File: src/rtl/video_out_fetch_pkg.sv
// Shared types and helpers for the video-out frame fetcher.
package video_out_pkg;

    // Fetch sequencer states
    typedef enum logic [1:0] {
        IDLE      = 2'd0,
        WAIT_ROOM = 2'd1,
        BURST     = 2'd2,
        RETRY     = 2'd3
    } state_t;

    // Each 32-bit FIFO word carries four 8-bit pixels, pixel 0 in the low byte
    localparam int unsigned PIX_PER_WORD = 4;

    // Number of 32-bit words making up one frame
    function automatic int unsigned frame_words(input int unsigned width,
                                                input int unsigned height);
        return (width * height) / PIX_PER_WORD;
    endfunction

endpackage

File: src/rtl/video_out_fetch_if.sv
// Wishbone read-master bus between the frame fetcher and the shared bus.
interface video_out_fetch_if;
    logic        p_wb_CYC_O;
    logic        p_wb_STB_O;
    logic        p_wb_LOCK_O;
    logic        p_wb_WE_O;
    logic [3:0]  p_wb_SEL_O;
    logic [31:0] p_wb_ADR_O;
    logic [31:0] p_wb_DAT_I;
    logic        p_wb_ACK_I;
    logic        p_wb_ERR_I;

    modport master (
        output p_wb_CYC_O, p_wb_STB_O, p_wb_LOCK_O, p_wb_WE_O,
               p_wb_SEL_O, p_wb_ADR_O,
        input  p_wb_DAT_I, p_wb_ACK_I, p_wb_ERR_I
    );

    modport slave (
        input  p_wb_CYC_O, p_wb_STB_O, p_wb_LOCK_O, p_wb_WE_O,
               p_wb_SEL_O, p_wb_ADR_O,
        output p_wb_DAT_I, p_wb_ACK_I, p_wb_ERR_I
    );
endinterface

File: src/rtl/video_out_fetch.sv
// Fetches a whole frame from RAM in fixed-length Wishbone read bursts and
// pushes each word into the video-out pixel FIFO; raises interrupt when done.
module video_out_fetch
    import video_out_pkg::*;
#(
    parameter int unsigned P_WIDTH  = 640,
    parameter int unsigned P_HEIGHT = 480,
    parameter int unsigned NB_PACK  = 16
) (
    input  logic              clk,
    input  logic              RST,
    input  logic [31:0]       base_addr,
    input  logic              base_valid,
    input  logic              fifo_room,
    output logic [31:0]       fifo_data,
    output logic              fifo_we,
    output logic              interrupt,
    video_out_fetch_if.master wb
);

    localparam int unsigned FRAME_WORDS = frame_words(P_WIDTH, P_HEIGHT);
    localparam int unsigned WIDX_W      = 17;
    localparam int unsigned BCNT_W      = $clog2(NB_PACK) + 1;

    // Reject geometries that cannot be fetched in whole bursts
    if (NB_PACK == 0 || FRAME_WORDS == 0 || (FRAME_WORDS % NB_PACK) != 0) begin : g_bad_burst
        $error("video_out_fetch: frame words must be a non-zero multiple of NB_PACK");
    end
    if (FRAME_WORDS >= (1 << WIDX_W)) begin : g_bad_frame
        $error("video_out_fetch: frame too large for the word index");
    end

    state_t              state_q, state_d;

    logic [31:0]         pend_base_q;
    logic                pend_q;
    logic [31:0]         frame_base_q;
    logic [31:0]         adr_q;
    logic [WIDX_W-1:0]   widx_q;
    logic [BCNT_W-1:0]   bcnt_q;
    logic                cyc_q;
    logic [31:0]         fifo_data_q;
    logic                fifo_we_q;
    logic                irq_q;

    logic                burst_last_c;
    logic                frame_last_c;

    logic                load_frame_c;
    logic                start_burst_c;
    logic                take_word_c;
    logic                end_burst_c;
    logic                err_abort_c;
    logic                resume_c;
    logic                frame_done_c;

    assign burst_last_c = (bcnt_q == BCNT_W'(NB_PACK - 1));
    assign frame_last_c = (widx_q == WIDX_W'(FRAME_WORDS - 1));

    // State register
    always_ff @(posedge clk or posedge RST) begin
        if (RST) begin
            state_q <= IDLE;
        end else begin
            state_q <= state_d;
        end
    end

    // Next-state: ERR_I wins over a simultaneous ACK_I
    always_comb begin
        state_d = state_q;
        case (state_q)
            IDLE: begin
                if (pend_q) begin
                    state_d = WAIT_ROOM;
                end
            end
            WAIT_ROOM: begin
                if (fifo_room) begin
                    state_d = BURST;
                end
            end
            BURST: begin
                if (wb.p_wb_ERR_I) begin
                    state_d = RETRY;
                end else if (wb.p_wb_ACK_I && burst_last_c) begin
                    state_d = frame_last_c ? IDLE : WAIT_ROOM;
                end
            end
            RETRY: begin
                state_d = BURST;
            end
            default: begin
                state_d = IDLE;
            end
        endcase
    end

    // Per-state datapath controls
    always_comb begin
        load_frame_c  = 1'b0;
        start_burst_c = 1'b0;
        take_word_c   = 1'b0;
        end_burst_c   = 1'b0;
        err_abort_c   = 1'b0;
        resume_c      = 1'b0;
        frame_done_c  = 1'b0;
        case (state_q)
            IDLE: begin
                load_frame_c = pend_q;
            end
            WAIT_ROOM: begin
                start_burst_c = fifo_room;
            end
            BURST: begin
                if (wb.p_wb_ERR_I) begin
                    err_abort_c = 1'b1;
                end else if (wb.p_wb_ACK_I) begin
                    take_word_c = 1'b1;
                    if (burst_last_c) begin
                        end_burst_c  = 1'b1;
                        frame_done_c = frame_last_c;
                    end
                end
            end
            RETRY: begin
                resume_c = 1'b1;
            end
            default: begin
                load_frame_c = 1'b0;
            end
        endcase
    end

    // Pending base: latest processor write wins, consumed when a frame starts
    always_ff @(posedge clk or posedge RST) begin
        if (RST) begin
            pend_base_q <= '0;
            pend_q      <= 1'b0;
        end else if (base_valid) begin
            pend_base_q <= base_addr;
            pend_q      <= 1'b1;
        end else if (load_frame_c) begin
            pend_q <= 1'b0;
        end
    end

    // Frame/burst counters, bus address and cycle control
    always_ff @(posedge clk or posedge RST) begin
        if (RST) begin
            frame_base_q <= '0;
            adr_q        <= '0;
            widx_q       <= '0;
            bcnt_q       <= '0;
            cyc_q        <= 1'b0;
        end else begin
            if (load_frame_c) begin
                frame_base_q <= pend_base_q;
                widx_q       <= '0;
            end
            if (start_burst_c) begin
                bcnt_q <= '0;
                adr_q  <= frame_base_q + 32'({widx_q, 2'b00});
                cyc_q  <= 1'b1;
            end
            if (take_word_c) begin
                widx_q <= widx_q + WIDX_W'(1);
                adr_q  <= adr_q + 32'd4;
                bcnt_q <= bcnt_q + BCNT_W'(1);
            end
            if (end_burst_c || err_abort_c) begin
                cyc_q <= 1'b0;
            end
            if (resume_c) begin
                cyc_q <= 1'b1;
            end
        end
    end

    // FIFO write port and frame-done interrupt
    always_ff @(posedge clk or posedge RST) begin
        if (RST) begin
            fifo_data_q <= '0;
            fifo_we_q   <= 1'b0;
            irq_q       <= 1'b0;
        end else begin
            fifo_we_q <= take_word_c;
            if (take_word_c) begin
                fifo_data_q <= wb.p_wb_DAT_I;
            end
            if (load_frame_c) begin
                irq_q <= 1'b0;
            end else if (frame_done_c) begin
                irq_q <= 1'b1;
            end
        end
    end

    assign fifo_data      = fifo_data_q;
    assign fifo_we        = fifo_we_q;
    assign interrupt      = irq_q;

    assign wb.p_wb_CYC_O  = cyc_q;
    assign wb.p_wb_STB_O  = cyc_q;
    assign wb.p_wb_LOCK_O = cyc_q;
    assign wb.p_wb_WE_O   = 1'b0;
    assign wb.p_wb_SEL_O  = 4'hF;
    assign wb.p_wb_ADR_O  = adr_q;

endmodule

File: src/flat_wrapper.sv
// flat-port wrapper written by rule: the top's interface ports become plain ports
module video_out_fetch_flat import video_out_pkg::*;
#(
    parameter int unsigned P_WIDTH  = 640,
    parameter int unsigned P_HEIGHT = 480,
    parameter int unsigned NB_PACK  = 16
)
  (clk, RST, base_addr, base_valid, fifo_room, fifo_data, fifo_we, interrupt, wb_p_wb_CYC_O, wb_p_wb_STB_O, wb_p_wb_LOCK_O, wb_p_wb_WE_O, wb_p_wb_SEL_O, wb_p_wb_ADR_O, wb_p_wb_DAT_I, wb_p_wb_ACK_I, wb_p_wb_ERR_I);
  video_out_fetch_if wb_i ();
  input  logic clk;
  input  logic RST;
  input  logic [31:0] base_addr;
  input  logic base_valid;
  input  logic fifo_room;
  output logic [31:0] fifo_data;
  output logic fifo_we;
  output logic interrupt;
  output wire logic [$bits(wb_i.p_wb_CYC_O)-1:0] wb_p_wb_CYC_O;
  output wire logic [$bits(wb_i.p_wb_STB_O)-1:0] wb_p_wb_STB_O;
  output wire logic [$bits(wb_i.p_wb_LOCK_O)-1:0] wb_p_wb_LOCK_O;
  output wire logic [$bits(wb_i.p_wb_WE_O)-1:0] wb_p_wb_WE_O;
  output wire logic [$bits(wb_i.p_wb_SEL_O)-1:0] wb_p_wb_SEL_O;
  output wire logic [$bits(wb_i.p_wb_ADR_O)-1:0] wb_p_wb_ADR_O;
  input wire logic [$bits(wb_i.p_wb_DAT_I)-1:0] wb_p_wb_DAT_I;
  input wire logic [$bits(wb_i.p_wb_ACK_I)-1:0] wb_p_wb_ACK_I;
  input wire logic [$bits(wb_i.p_wb_ERR_I)-1:0] wb_p_wb_ERR_I;
  assign wb_p_wb_CYC_O = wb_i.p_wb_CYC_O;
  assign wb_p_wb_STB_O = wb_i.p_wb_STB_O;
  assign wb_p_wb_LOCK_O = wb_i.p_wb_LOCK_O;
  assign wb_p_wb_WE_O = wb_i.p_wb_WE_O;
  assign wb_p_wb_SEL_O = wb_i.p_wb_SEL_O;
  assign wb_p_wb_ADR_O = wb_i.p_wb_ADR_O;
  assign wb_i.p_wb_DAT_I = wb_p_wb_DAT_I;
  assign wb_i.p_wb_ACK_I = wb_p_wb_ACK_I;
  assign wb_i.p_wb_ERR_I = wb_p_wb_ERR_I;
  video_out_fetch #(.P_WIDTH(P_WIDTH), .P_HEIGHT(P_HEIGHT), .NB_PACK(NB_PACK)) u_core (.clk(clk), .RST(RST), .base_addr(base_addr), .base_valid(base_valid), .fifo_room(fifo_room), .fifo_data(fifo_data), .fifo_we(fifo_we), .interrupt(interrupt), .wb(wb_i));
endmodule
File: config.mk
export PLATFORM = sky130hd
export DESIGN_NAME = video_out_fetch_flat
export DESIGN_NICKNAME = d
export VERILOG_FILES = /design/src/rtl/video_out_fetch_pkg.sv /design/src/rtl/video_out_fetch_if.sv /design/src/rtl/video_out_fetch.sv /design/src/flat_wrapper.sv
export SDC_FILE = /design/constraint.sdc
export NUM_CORES = 1
export LEC_CHECK = 0
export ABC_AREA = 1
export BUFFER_PORTS_ARGS = -buffer_cell sky130_fd_sc_hd__buf_2
export CAP_MARGIN = 10
export CORE_UTILIZATION = 34
export DETAILED_ROUTE_END_ITERATION = 8
export GPL_ROUTABILITY_DRIVEN = 0
export PLACE_DENSITY = 0.55
export SYNTH_ARGS = -nofsm -noshare
export SYNTH_HDL_FRONTEND = slang
export SYNTH_SLANG_ARGS = --single-unit
File: constraint.sdc
create_clock -name clk -period 12.9 [get_ports clk]
set_input_delay 3.87 -clock clk [delete_from_list [all_inputs] [get_ports clk]]
set_output_delay 3.87 -clock clk [all_outputs]
set_load 0.02 [all_outputs]
; ---- After elaboration in Yosys (flattened, before gate mapping)
; Index checks and enable logic that the tools add are counted.
[word_totals]
input_bits = 70
register_bits = 156
[op_classes]
muxes = 35
eq_ne = 8
addsub = 4
n_reduce_logical = 9
[op_table]
columns = cell, n
row1 = $mux 32, 2
row2 = $mux 17, 2
row3 = $add 32x19->32, 1
row4 = $add 32x3->32 const B, 1
row5 = $mux 1, 24
row6 = $add 17x1->17 const B, 1
row7 = $eq 17x17->1 const B, 1
row8 = $mux 5, 2
row9 = $mux 2, 4
row10 = $pmux 2 s4, 1
row11 = $reduce_bool 2->1, 4
row12 = $add 5x1->5 const B, 1
row13 = $eq 5x4->1 const B, 1
row14 = $eq 2x2->1 const B, 2
row15 = $ne 3x2->1 const B, 1
row16 = $reduce_and 3->1, 1
row17 = $reduce_bool 3->1, 1
row18 = $eq 2x1->1 const B, 1
row19 = $logic_not 2->1, 1
row20 = $ne 2x1->1 const B, 1
row21 = $ne 2x2->1 const B, 1
row22 = $logic_and 1x1->1, 1
row23 = $logic_or 1x1->1, 1

; ---- Logic depth before layout (Yosys ltp)
[logic_depth]
depth_word = 8
depth_mapped = 15
depth_no_buf = 15

; ---- Worst setup path before layout
; No wires, ideal clock.
[synth_path]
kind = in2reg
from = input port wb_p_wb_ERR_I
to = register u_core.adr_q[9], in the netlist u_core.wb.p_wb_ADR_O[9]
slack_ps = 8064
path_stages = 8
t_arrival_ps = 4710
t_required_ps = 12775
setup_ps = 125
cell_sequence = inv_1 -> nand3_2 -> inv_2 -> nand2_4 -> clkbuf_1 -> o21ai_0 -> o22ai_1 -> a21oi_1
[synth_via]
elab_chain_cells = 3
word_cells_on_any_way = 4
[synth_rtl]
columns = element, line
row1 = from (decl), flat_wrapper.sv:26  ; input wire logic [$bits(wb_i.p_wb_ERR_I)-1:0] wb_p_wb_ERR_I;
row2 = $mux 1 (*), video_out_fetch.sv:116  ; if (wb.p_wb_ERR_I) begin
row3 = $mux 1 (*), video_out_fetch.sv:108  ; case (state_q)
row4 = $mux 32 / $reduce_bool 2->1 (equally long branches), --
row5 = to (signal assigned), video_out_fetch.sv:163  ; adr_q <= frame_base_q + 32'({widx_q, 2'b00});
row6 = to (signal assigned), video_out_fetch.sv:168  ; adr_q <= adr_q + 32'd4;
row7 = to (decl), video_out_fetch.sv:38  ; logic [31:0] adr_q;
; Mark *: on every way between the ends. The rest lies on a longest branch, timed or not.
; A chain may end at the register's enable or synchronous reset.

; ---- Worst setup path in the final report
[layout_path]
from = input port wb_p_wb_ERR_I
to = register u_core.adr_q[31], in the netlist u_core.wb.p_wb_ADR_O[31]
; Same word-level chain as after synthesis.

==> summary.md <==
| Metric | Value |
|---|---|
| Worst-Margin Slew | 0.9440 ns |
| IR drop worst, VDD | 0.08735 mV |
| Area of the mapped netlist | 8991 µm² |
| Hold Crit Class | reg -> reg |
| Placement Cell Area | 9911 µm² |
| Die X | 164.6 µm |
| Placed insts | 1699 |
| Sequential fraction of the synthesis area | 0.4342 |
| # rows | 59 |
| Avg Vias per Cell | 4.794 |
| Number of synthesized register bits | 156 |
| Area of the core | 25980 µm² |
| Crit Path Max Fanout | 68 |
| P_int | 1194 µW |
| Vias in the first global route | 7788 |
| CTS Root Cell | clkbuf_16 |
| Hold Vio Cnt, Final | 0 |
| CP Capture Point | u_core.wb.p_wb_ADR_O[31] |
| Max Buffers Root-to-Sink | 2 |
| Post-synth EDFFs | 0 |
| GRT Util Overall | 0.1970 |
| Maximum clock frequency | 158.7 MHz |
| Layout fillers | 2766 |
| DRT antenna net count | 0 |
| Final Power | 2119 µW |
| Drt first pass iters | 5 |
| Yosys top cell area share | 0.4342 |
| Ys Warns | 0 |
| Top FF cell, synth | dfrtp_1 |
| IO Port Bufs | 138 |
| Initial antenna violation count | 0 |
| First-pass GRT wire length | 41230 µm |
| Final nets | 1475 |
| Largest net degree at the start of global routing | 82 |
| Layout Cells excl Fill | 1730 |
| GR Overflow Total | 0 |
| Initial Util | 0.3460 |
| R2r endpoint | u_core.wb.p_wb_ADR_O[31] |
| Diodes inserted | 0 |
| Clock Skew | 0.01379 ns |
| # Post-CTS Setup Buffers | 0 |
| Die Area | 27100 µm² |
| Crit path arrival time | 6.63 ns |
| Hold Buf Count CTS | 0 |
| P&R area growth vs syn | 16.62% |
| Register share of total power | 0.383 |
| Slew margin rel. | 0.3707 |
| DR iter-0 viols | 608 |
| Register area | 3904 µm² |
| Final period utilization | 0.4885 |
| Switching Power | 925.5 µW |
| H-tree levels | 4 |
| Sink Count | 156 |
| Count leader, synth | nand2_1 |
| Largest area contributor in the netlist | dfrtp_1 |
| CTS tree | yes |
| R2r setup slk | 9.67 ns |
| RSZ-0062 raised after global routing | no |
| FFs w/ async S/R, synth | 1.000 |
| Leakage | 0.005506 µW |
| Setup TNS | 0 ns |
| Combinational Power Share | 0.383 |
| Worst setup path class | in -> reg |
| Synth area leaders | dfrtp_1, nand2_1, inv_1 |
| Drt wl/cell | 14.55 µm |
| Syn_area_per_cell | 7.136 µm² |
| Area of the multi-input gates | 4290 µm² |
| Reg2Reg Depth | 11 |
| Startpoint Class | input pin |
| CTS resizes | 0 |
| Netlist cell types | 53 |
| Clock-pin slew on the worst setup and hold paths | 0.07 ns |
| Share of cells above drive strength 1 | 0.1441 |
| Switching share of power | 0.4367 |
| HPWL after DPL | 18530 µm |
| Final Cell Area | 10490 µm² |
| Drt drc | 0 |
| Via count | 8293 |
| Max-slew violations | 0 |
| Final setup fails | 0 |
| Post-route minimum period | 6.302 ns |
| Outcome | finished, final reports clean |
| WL final | 25170 µm |
| Reg2reg start | u_core.state_q[1] |
| CTS buffer count | 17 |
| Synth cell count leaders | nand2_1, dfrtp_1, inv_1, nor2_1, o21ai_0 |
| WHS | 0.4711 ns |
| Worst setup path startpoint | wb_p_wb_ERR_I |
| CP Capture Type | flop |
| Power Density | 202.1 nW/µm² |
| Max-cap violations | 0 |
| Worst-Skew Late Latency | 0.43 ns |
| Critical Path RT | 13.22 ns |
| Gate Count Post-Synth | 1260 |
| I/O pin count | 144 |
| Clock share of power | 0.234 |
| Die Y | 164.6 µm |
[layout by cell type (no fill, tap or decap), types with 15 or more instances in the layout]
cell and instances:
clkbuf_16 17, nor2_1 98, buf_2 138, inv_1 145, dfrtp_1 156, nand2_1 482, nand3_1 75, ha_1 21
nand4_1 15, a21oi_1 41, nor3_1 16, o21ai_0 76
[cell type report]
type | count | share of cell area
Clock buffer | 18 | 0.04189
Tap cell | 335 | 0.03998
Timing Repair Buffer | 142 | 0.06873
Clock inverter | 13 | 0.01289
Inverter | 151 | 0.05501
Sequential cell | 156 | 0.3723
Multi-Input combinational cell | 915 | 0.4092
[stage by stage]
step | worst slack [ns] | util
2_1_floorplan | 4.823 | -
3_3_place_gp | 6.151 | 0.3814
3_5_place_dp | 6.120 | 0.3814
4_1_cts | 6.572 | 0.4035
5_1_grt | 6.344 | 0.4035
6_report | 6.598 | 0.4035
[power by group through the flow]
stage               clock network, µW  registers, µW  logic, µW
floorplan                           0            892        465
global placement                    0            814        804
detailed placement                  0            817        817
CTS                               511            809        821
global route                      532            835        923
finish                            497            811        811
[flip-flops by register name (all words and copies together) (netlist names)]
signal and cells:
u_core.fifo_data 32, u_core.frame_base_q 32, u_core.pend_base_q 32, u_core.wb.p_wb_ADR_O 32
u_core.widx_q 17, u_core.bcnt_q 5, u_core.state_q 2, u_core.fifo_we 1
u_core.interrupt 1, u_core.pend_q 1, u_core.wb.p_wb_CYC_O 1
[worst max-delay path, cell delays in order]
cell and delay, ns:
buf_2 0.09, inv_1 0.05, nand3_2 0.08, inv_2 0.06
nand2_4 0.05, buf_4 0.62, inv_6 0.41, nor2_4 0.58
inv_2 0.39, nand2_1 0.16, inv_1 0.05, nand2_1 0.05
nand2_1 0.04
[how the worst min path moves through the flow]
stage | startpoint | endpoint | cells past startpoint
3_5_place_dp | u_core.pend_base_q[22] | u_core.pend_base_q[22] | 2
4_1_cts | u_core.bcnt_q[3] | u_core.bcnt_q[3] | 1
2_1_floorplan | u_core.bcnt_q[3] | u_core.bcnt_q[3] | 1
6_report | u_core.pend_base_q[22] | u_core.pend_base_q[22] | 2
5_1_grt | u_core.fifo_data[23] | u_core.fifo_data[23] | 2
3_3_place_gp | u_core.bcnt_q[3] | u_core.bcnt_q[3] | 1
[cells by family (layout without fill, tap and decap cells)]
kind of cell / count (synthesis) / in the layout / synth area share
AO/OA/AOI/OAI: 150 / 150 / 0.09240
XOR/XNOR: 12 / 12 / 0.01169
adder cells (fa/ha/maj): 22 / 22 / 0.03145
buffers and inverters: 192 / 324 / 0.08990
flip-flops: 156 / 156 / 0.4342
multiplexers: 2 / 2 / 0.002227
other: 2 / 5 / 0.0008353
AND/OR/NAND/NOR: 724 / 724 / 0.3373
[layer usage]
layer / part of all wire / global-route usage
met5: 0 / 0
met4: 0.014 / 0.04629
met3: 0.048 / 0.03214
met2: 0.43 / 0.2939
met1: 0.50 / 0.2949
(Power assumes the default switching activity.)
